**config.mk**
```make
export PLATFORM = sky130hd
export DESIGN_NAME = seq_multiplier
export DESIGN_NICKNAME = d
export VERILOG_FILES = /design/src/rtl/seq_multiplier_pkg.sv /design/src/rtl/seq_multiplier_adder.sv /design/src/rtl/seq_multiplier.sv
export SDC_FILE = /design/constraint.sdc
export NUM_CORES = 1
export LEC_CHECK = 0
export BUFFER_PORTS_ARGS = -buffer_cell sky130_fd_sc_hd__buf_2
export CAP_MARGIN = 5
export CORE_MARGIN = 1
export CORE_UTILIZATION = 55
export DETAILED_ROUTE_END_ITERATION = 12
export PLACE_DENSITY = 0.8
export SYNTH_ARGS = -nofsm -noshare
export SYNTH_HDL_FRONTEND = slang
export SYNTH_SLANG_ARGS = --single-unit
```
**constraint.sdc**
```tcl
create_clock -name clk -period 3.8 [get_ports clk]
set_input_delay 0 -clock clk [delete_from_list [all_inputs] [get_ports clk]]
set_output_delay 0 -clock clk [all_outputs]
set_load 0.02 [all_outputs]
```
**src/rtl/seq_multiplier_pkg.sv**
```systemverilog
// seq_multiplier_pkg: state encoding and default width shared by the PA1 arithmetic blocks
package seq_multiplier_pkg;
  localparam int WIDTH_DEF = 32;
  typedef enum logic [1:0] {IDLE, BUSY, DONE} state_t;
endpackage

```
**src/rtl/seq_multiplier_adder.sv**
```systemverilog
// mult_adder: combinational unsigned adder exposing the carry-out
module mult_adder #(
  parameter int WIDTH = 32
) (
  input  logic [WIDTH-1:0] a,
  input  logic [WIDTH-1:0] b,
  output logic [WIDTH-1:0] sum,
  output logic             carry
);
  assign {carry, sum} = {1'b0, a} + {1'b0, b};
endmodule

```
**src/rtl/seq_multiplier.sv**
```systemverilog
// seq_multiplier: unsigned shift-add multiplier, one multiplier bit per cycle, Run/Rdy handshake
module seq_multiplier
  import seq_multiplier_pkg::*;
#(
  parameter int WIDTH = WIDTH_DEF
) (
  input  logic               clk,
  input  logic               Rst,
  input  logic               Run,
  input  logic [WIDTH-1:0]   Mcnd,
  input  logic [WIDTH-1:0]   Mplr,
  output logic [2*WIDTH-1:0] Prod,
  output logic               Rdy
);
  localparam int CW = $clog2(WIDTH) + 1;
  state_t state, state_nx;
  logic [WIDTH-1:0] mcnd_q, addend, sum;
  logic [2*WIDTH-1:0] prod_q;
  logic [CW-1:0] cnt;
  logic carry, rdy_q, start, step, last;
  assign last = cnt == CW'(WIDTH - 1);
  always_ff @(posedge clk or posedge Rst)
    if (Rst) state <= IDLE;
    else state <= state_nx;
  always_comb begin
    state_nx = (state == BUSY) ? (last ? DONE : BUSY) : (Run ? BUSY : state);
  end
  always_comb begin
    start = state != BUSY && Run;
    step  = state == BUSY;
  end
  // A clear multiplier bit adds zero, so the shift still happens with carry 0
  assign addend = prod_q[0] ? mcnd_q : '0;
  mult_adder #(.WIDTH(WIDTH)) u_adder (
    .a    (prod_q[2*WIDTH-1:WIDTH]),
    .b    (addend),
    .sum  (sum),
    .carry(carry)
  );
  always_ff @(posedge clk or posedge Rst)
    if (Rst) begin
      mcnd_q <= '0;
      prod_q <= '0;
      cnt    <= '0;
      rdy_q  <= 1'b0;
    end else if (start) begin
      mcnd_q <= Mcnd;
      prod_q <= {{WIDTH{1'b0}}, Mplr};
      cnt    <= '0;
      rdy_q  <= 1'b0;
    end else if (step) begin
      prod_q <= {carry, sum, prod_q[WIDTH-1:1]};
      cnt    <= cnt + 1'b1;
      rdy_q  <= last;
    end
  assign Prod = prod_q;
  assign Rdy  = rdy_q;
endmodule

```
==> flow_summary.toml, run 1 <==
[placed_design]
gp_congestion = 0.9295
pre_cts_ws_ns = 0.8384
dp_hpwl_microns = 10130
portBuffers = 131

[final_layout]
syn_to_final_growth_pct = 27.62
diodes = 0
nets = 929
drive_gt1_share_pct = 24.49
nFillCells = 755

[floorplanning]
die_w_microns = 108.4
row_count = 38
io_pins = 132
start_util_pct = 56.91
die_h_microns = 108.4
core_area_sq_um = 10940
die_area_sq_um = 11750

[timing]
rsz0062_at_grt = "false"
max_slew_margin_pct = 36.66
worst_pin_slew_ns = 0.9478
min_period_ns = 2.973
setup_ws_ns = 0.8270
fmax_ghz = 0.3364
period_share_pct = 78.24
fin_worst_skew_ns = 0.01173
final_max_slew_viol_count = 0
setup_viol = 0
hold_violations = 0
setup_tns_ns = 0

[yosys]
yosys_warnings = 0
synth_cell_types = 58
synth.net_count = 752
synth_seq_cells = 105
synth_edf_count = 0
netlist_instances = 651
synth.avg_cell_area_sq_um = 9.560
synth-main-ff-cell = "dfrtp_1"
synth_area_sq_um = 6223
synthArstFlopShare_pct = 100.0
synth-seq-area-share_pct = 42.22

[clocking]
cts_sinks = 105
path_clk_slew_ns = 0.08
cts_buffers = 9
worstSkewPairLatency_ns = 0.37
postCtsSetupBuffers = 0
ctsHoldBuffers = 65
cts-htree-levels = 3
cts_resized = 0
clockBufferDepth = 2
cts-root-buf = "clkbuf_16"
cts_tree = "done"

[routing]
routed_via_density = 5.776
vias = 5620
postRouteAntennaNets = 0
wl_microns = 15640
drtIter0Drc = 336
drcViolationCount = 0
post_drt_wl_per_cell_microns = 16.07
dr.pass1.iters = 5

[global_route]
antenna_found_initial = 0
grtUsageMet1_pct = 34.90
grtUsageMet3_pct = 6.209
grt_busiest_layer = "met2"
grt_util_all_layers_pct = 28.28
grt_overflow = 0
grt_pass1_vias = 5582
grt_pass1_wl_microns = 26020
use_met2_pct = 47.91
grt_max_degree = 77

[power_and_ir_drop]
p_leak_nw = 3.758
ir_drop_uv = 575.0
pwr_density_cell_nw_per_um2 = 889.7

[setup_path]
start_kind = "register"
cp.arrival_ns = 3.23
required_ns = 4.05
cp-end-kind = "register"
crit_fanout = 33
path_class = "reg -> reg"

[job]
maxCapViolations = 0

[min_path]
hp-class = "in -> reg"

[status]
status = "completed"
-- per-layer routing --
metal | part of all wire (%) | up-vias
met5 | 0 | -
met4 | 1.9 | 0
met3 | 5.2 | 31
met2 | 49 | 181
met1 | 44 | 2690
li1 | - | 2718
-- cell usage in the layout, fill, tap and decap left out, drive strengths merged, types with 9 or more instances in the layout --
cell type	netlist	layout
buf	10	137
nor2	24	24
o21ai	83	83
dlygate4sd3	0	65
inv	11	13
dfrtp	105	105
and2	34	34
nand3	32	32
nand2	70	70
ha	33	33
xor2	10	10
clkbuf	26	9
a21oi	40	40
mux2	32	32
mux2i	32	32
xnor2	9	9
a21o	10	10
-- cell usage after synthesis (4+ instances only) --
| library cell | count | area [sq um] |
|---|---|---|
| mux2i_1 | 32 | 320.3 |
| nand3_1 | 32 | 160.2 |
| nand2_1 | 70 | 262.8 |
| nor3_1 | 6 | 30.03 |
| and2_1 | 32 | 200.2 |
| nor2_1 | 24 | 90.09 |
| a31oi_1 | 7 | 43.79 |
| o21ai_1 | 10 | 50.05 |
| dfrtp_1 | 105 | 2628 |
| mux2_2 | 32 | 360.4 |
| xnor2_1 | 9 | 78.83 |
| a21o_1 | 10 | 75.07 |
| o21ai_0 | 70 | 350.3 |
| and3_1 | 5 | 31.28 |
| xor2_1 | 10 | 87.58 |
| nand4_1 | 6 | 37.54 |
| a211oi_1 | 8 | 60.06 |
| a21oi_1 | 39 | 195.2 |
| inv_1 | 10 | 37.54 |
| clkbuf_1 | 26 | 97.59 |
| buf_1 | 7 | 26.28 |
| a211o_1 | 4 | 35.03 |
| nand2b_1 | 5 | 31.28 |
| ha_1 | 33 | 412.9 |
| o211ai_1 | 7 | 52.55 |
-- layout make-up --
class                           count  area (sq um)  area share (%)
Clock buffer                        9         225.2           2.836
Clock inverter                      7         93.84           1.181
Inverter                           12         47.55          0.5986
Multi-Input combinational cell    498          3422           43.08
Sequential cell                   105          2628           33.08
Tap cell                          140         175.2           2.205
Timing Repair Buffer              202          1351           17.01
-- report_power, final --
part           internal, mW  leakage, nW  switching [mW]
Sequential             1.70         1.27           0.420
Clock                 0.476        0.153           0.494
Combinational          1.61         2.34            2.37
-- stage by stage --
| step | std cells | utilization (%) | cell area, sq um | hold slack (ns) | power [mW] |
|---|---|---|---|---|---|
| detailed placement | 892 | 63.76 | 6973 | 0.2357 | 5.982 |
| global route | 973 | 72.63 | 7943 | 0.3665 | 7.609 |
| CTS | 973 | 72.63 | 7943 | 0.3160 | 7.023 |
| finish | 973 | 72.63 | 7943 | 0.3161 | 7.067 |
| global placement | 892 | 63.76 | 6973 | 0.2317 | 5.852 |
| floorplan | 651 | - | 6223 | 0.1505 | 4.946 |
-- registers in the layout (all words and copies together) (netlist names) --
register  flops
state         2
Prod         64
mcnd_q       32
Rdy           1
cnt           6
-- cells by family (layout without fill, tap and decap cells) --
| group | after synthesis | in the layout | synth area share (%) |
|---|---|---|---|
| flip-flops | 105 | 105 | 42.22 |
| AO/OA/AOI/OAI | 189 | 189 | 19.24 |
| XOR/XNOR | 19 | 19 | 2.674 |
| adder cells (fa/ha/maj) | 34 | 34 | 6.956 |
| multiplexers | 64 | 64 | 10.94 |
| buffers and inverters | 48 | 230 | 2.955 |
| AND/OR/NAND/NOR | 192 | 192 | 15.02 |
-- worst paths after layout --
path / start / to / slack [ns] / cells after the start
worst max-delay path: Prod[0]$_DFFE_PP0P_ / Prod[51]$_DFFE_PP0P_ / 0.83 / 10
worst min-delay path: Run / state[0]$_DFFE_PP0P_ / 0.32 / 4
worst max register to register: Prod[0]$_DFFE_PP0P_ / Prod[51]$_DFFE_PP0P_ / 0.83 / 10
worst min register to register: Rdy$_DFFE_PP0P_ / Rdy$_DFFE_PP0P_ / 0.48 / 1
max in group asynchronous: Rst / Prod[10]$_DFFE_PP0P_ / 2.47 / 4
min in group asynchronous: Rst / mcnd_q[1]$_DFFE_PP0P_ / 0.37 / 3
-- critical path, cell delays in order, from the launching register on --
cell and delay [ns]:
dfrtp_1 0.34, buf_4 0.28, nand2_1 0.14, fa_1 0.41, nand2b_1 0.21, a21oi_2 0.24
o2111ai_1 0.21, a211o_1 0.35, and2_4 0.18, o2111a_1 0.23, a211o_1 0.25
Note: power is estimated with default switching activity, not from simulation.
==> inputs of run 2 (changes only) <==
clock period = 3 ns   (was 3.8 ns; I/O delays follow)
==> flow_summary.toml, run 2 (synthesized netlist as in run 1, its figures left out) <==
[status]
status = "completed"

[floorplanning]
io_pins = 132
start_util_pct = 56.91
die_area_sq_um = 11750
die_w_microns = 108.4
row_count = 38
die_h_microns = 108.4
core_area_sq_um = 10940

[final_layout]
diodes = 0
mostFrequentLayoutCells = "131 x buf_2, 105 x dfrtp_1, 70 x nand2_1, 70 x o21ai_0, 64 x dlygate4sd3_1"
largest_reg_flops = 64
final_util_pct = 73.38
nFillCells = 768
drive_gt1_share_pct = 25.15
nets = 931
layout_commonest_cell = "buf_2"
syn_to_final_growth_pct = 28.93

[timing]
period_share_pct = 95.13
max_slew_margin_pct = 48.84
final_max_slew_viol_count = 0
min_period_ns = 2.854
hold_violations = 0
whs_ns = 0.02010
worst_pin_slew_ns = 0.7655
setup_tns_ns = 0
rsz0062_at_grt = "false"
fmax_ghz = 0.3504
fin_worst_skew_ns = 0.01385
setup_viol = 0

[clocking]
path_clk_slew_ns = 0.08
worstSkewPairLatency_ns = 0.37
clockBufferDepth = 2
cts_buffers = 9
cts_sinks = 105
cts_tree = "done"
cts-root-buf = "clkbuf_16"
cts-htree-levels = 3

[global_route]
antenna_found_initial = 0
grt_max_degree = 71
grt_overflow = 0
grt_pass1_vias = 5490
grt_pass1_wl_microns = 26200
grt_util_all_layers_pct = 28.54

[setup_path]
start_kind = "register"
cp.arrival_ns = 3.11
critical_path.cell_chain = "and2_1, ha_2, inv_1, fa_1, nand2b_4, a21oi_4, o2111ai_2, a211o_1, and2_4, o2111a_1, a211o_1"
required_ns = 3.25
cpMostUsedCell = "a211o_1"
cpMaxStageDelayCell = "dfrtp_1"
cp-end-kind = "register"
slowest_delay_ns = 0.38
path_class = "reg -> reg"
crit_fanout = 4

[routing]
dr.pass1.iters = 8
drtIter0Drc = 303
drcViolationCount = 0
routed_via_density = 5.811
wl_microns = 16000
post_drt_wl_per_cell_microns = 16.41
postRouteAntennaNets = 0
vias = 5666

[power_and_ir_drop]
p_leak_nw = 3.798
ir_drop_uv = 706.2
power.total_mw = 9.150
pwr_density_cell_nw_per_um2 = 1140

[placed_design]
dp_hpwl_microns = 10380
portBuffers = 131
gp_congestion = 0.9256

[job]
maxCapViolations = 0

[min_path]
hp-class = "in -> reg"
[run 2: metrics by stage]
stage | area [sq um] | setup slack [ns] | cells
finish | 8024 | 0.1461 | 975
global route | 8024 | 0.003978 | 975
CTS | 7996 | 0.09585 | 975
global placement | 7020 | 0.2330 | 895
floorplan | 6223 | 0.1486 | 651
detailed placement | 7020 | 0.1128 | 895
[run 2: path summary, 6_finish.rpt]
check | start | to | slack (ns) | depth (start not counted)
max | Prod[0]$_DFFE_PP0P_ | Prod[51]$_DFFE_PP0P_ | 0.15 | 11
min | Mplr[0] | Prod[0]$_DFFE_PP0P_ | 0.02 | 3
max reg2reg | Prod[0]$_DFFE_PP0P_ | Prod[51]$_DFFE_PP0P_ | 0.15 | 11
min reg2reg | Rdy$_DFFE_PP0P_ | Rdy$_DFFE_PP0P_ | 0.49 | 1
max in group asynchronous | Rst | mcnd_q[18]$_DFFE_PP0P_ | 1.95 | 4
min in group asynchronous | Rst | Prod[20]$_DFFE_PP0P_ | 0.35 | 3
[run 2: report_power, final]
group / internal, mW / switching (mW) / leakage (nW)
sequential: 2.15 / 0.528 / 1.27
clock: 0.684 / 0.615 / 0.162
combinational: 2.10 / 3.08 / 2.37
total: 4.93 / 4.22 / 3.80
[run 2: repair_timing]
action                     CTS  global route
buffers inserted             0             0
hold endpoints to repair   124             0
gates resized for setup      0             6
hold buffers                64             0
setup endpoints to repair    0             7
[run 2: cell type report]
type | count | area (sq um) | area share (%)
multi-input combinational | 498 | 3446 | 42.94
sequential | 105 | 2628 | 32.75
timing repair buffer | 204 | 1393 | 17.36
clock buffer | 9 | 225.2 | 2.807
tap | 140 | 175.2 | 2.183
clock inverter | 7 | 110.1 | 1.372
inverter | 12 | 47.55 | 0.5925
[run 2: worst max-delay path, delay by kind of cell, from the launching register on]
kind / cells / cell delay, ns
adders and majority gates: 2 / 0.58
AOI/OAI and AO/OA: 5 / 1.23
DFF: 1 / 0.38
and+or+nand+nor: 3 / 0.50
buffers and inverters: 1 / 0.06
[run 2: per-layer routing]
layer	wire (microns)	up-vias	GRT usage, %
li1	-	2709	-
met1	6917	2721	37.16
met2	7865	219	48.09
met3	1059	17	6.872
met4	155	0	6.564
met5	0	-	0
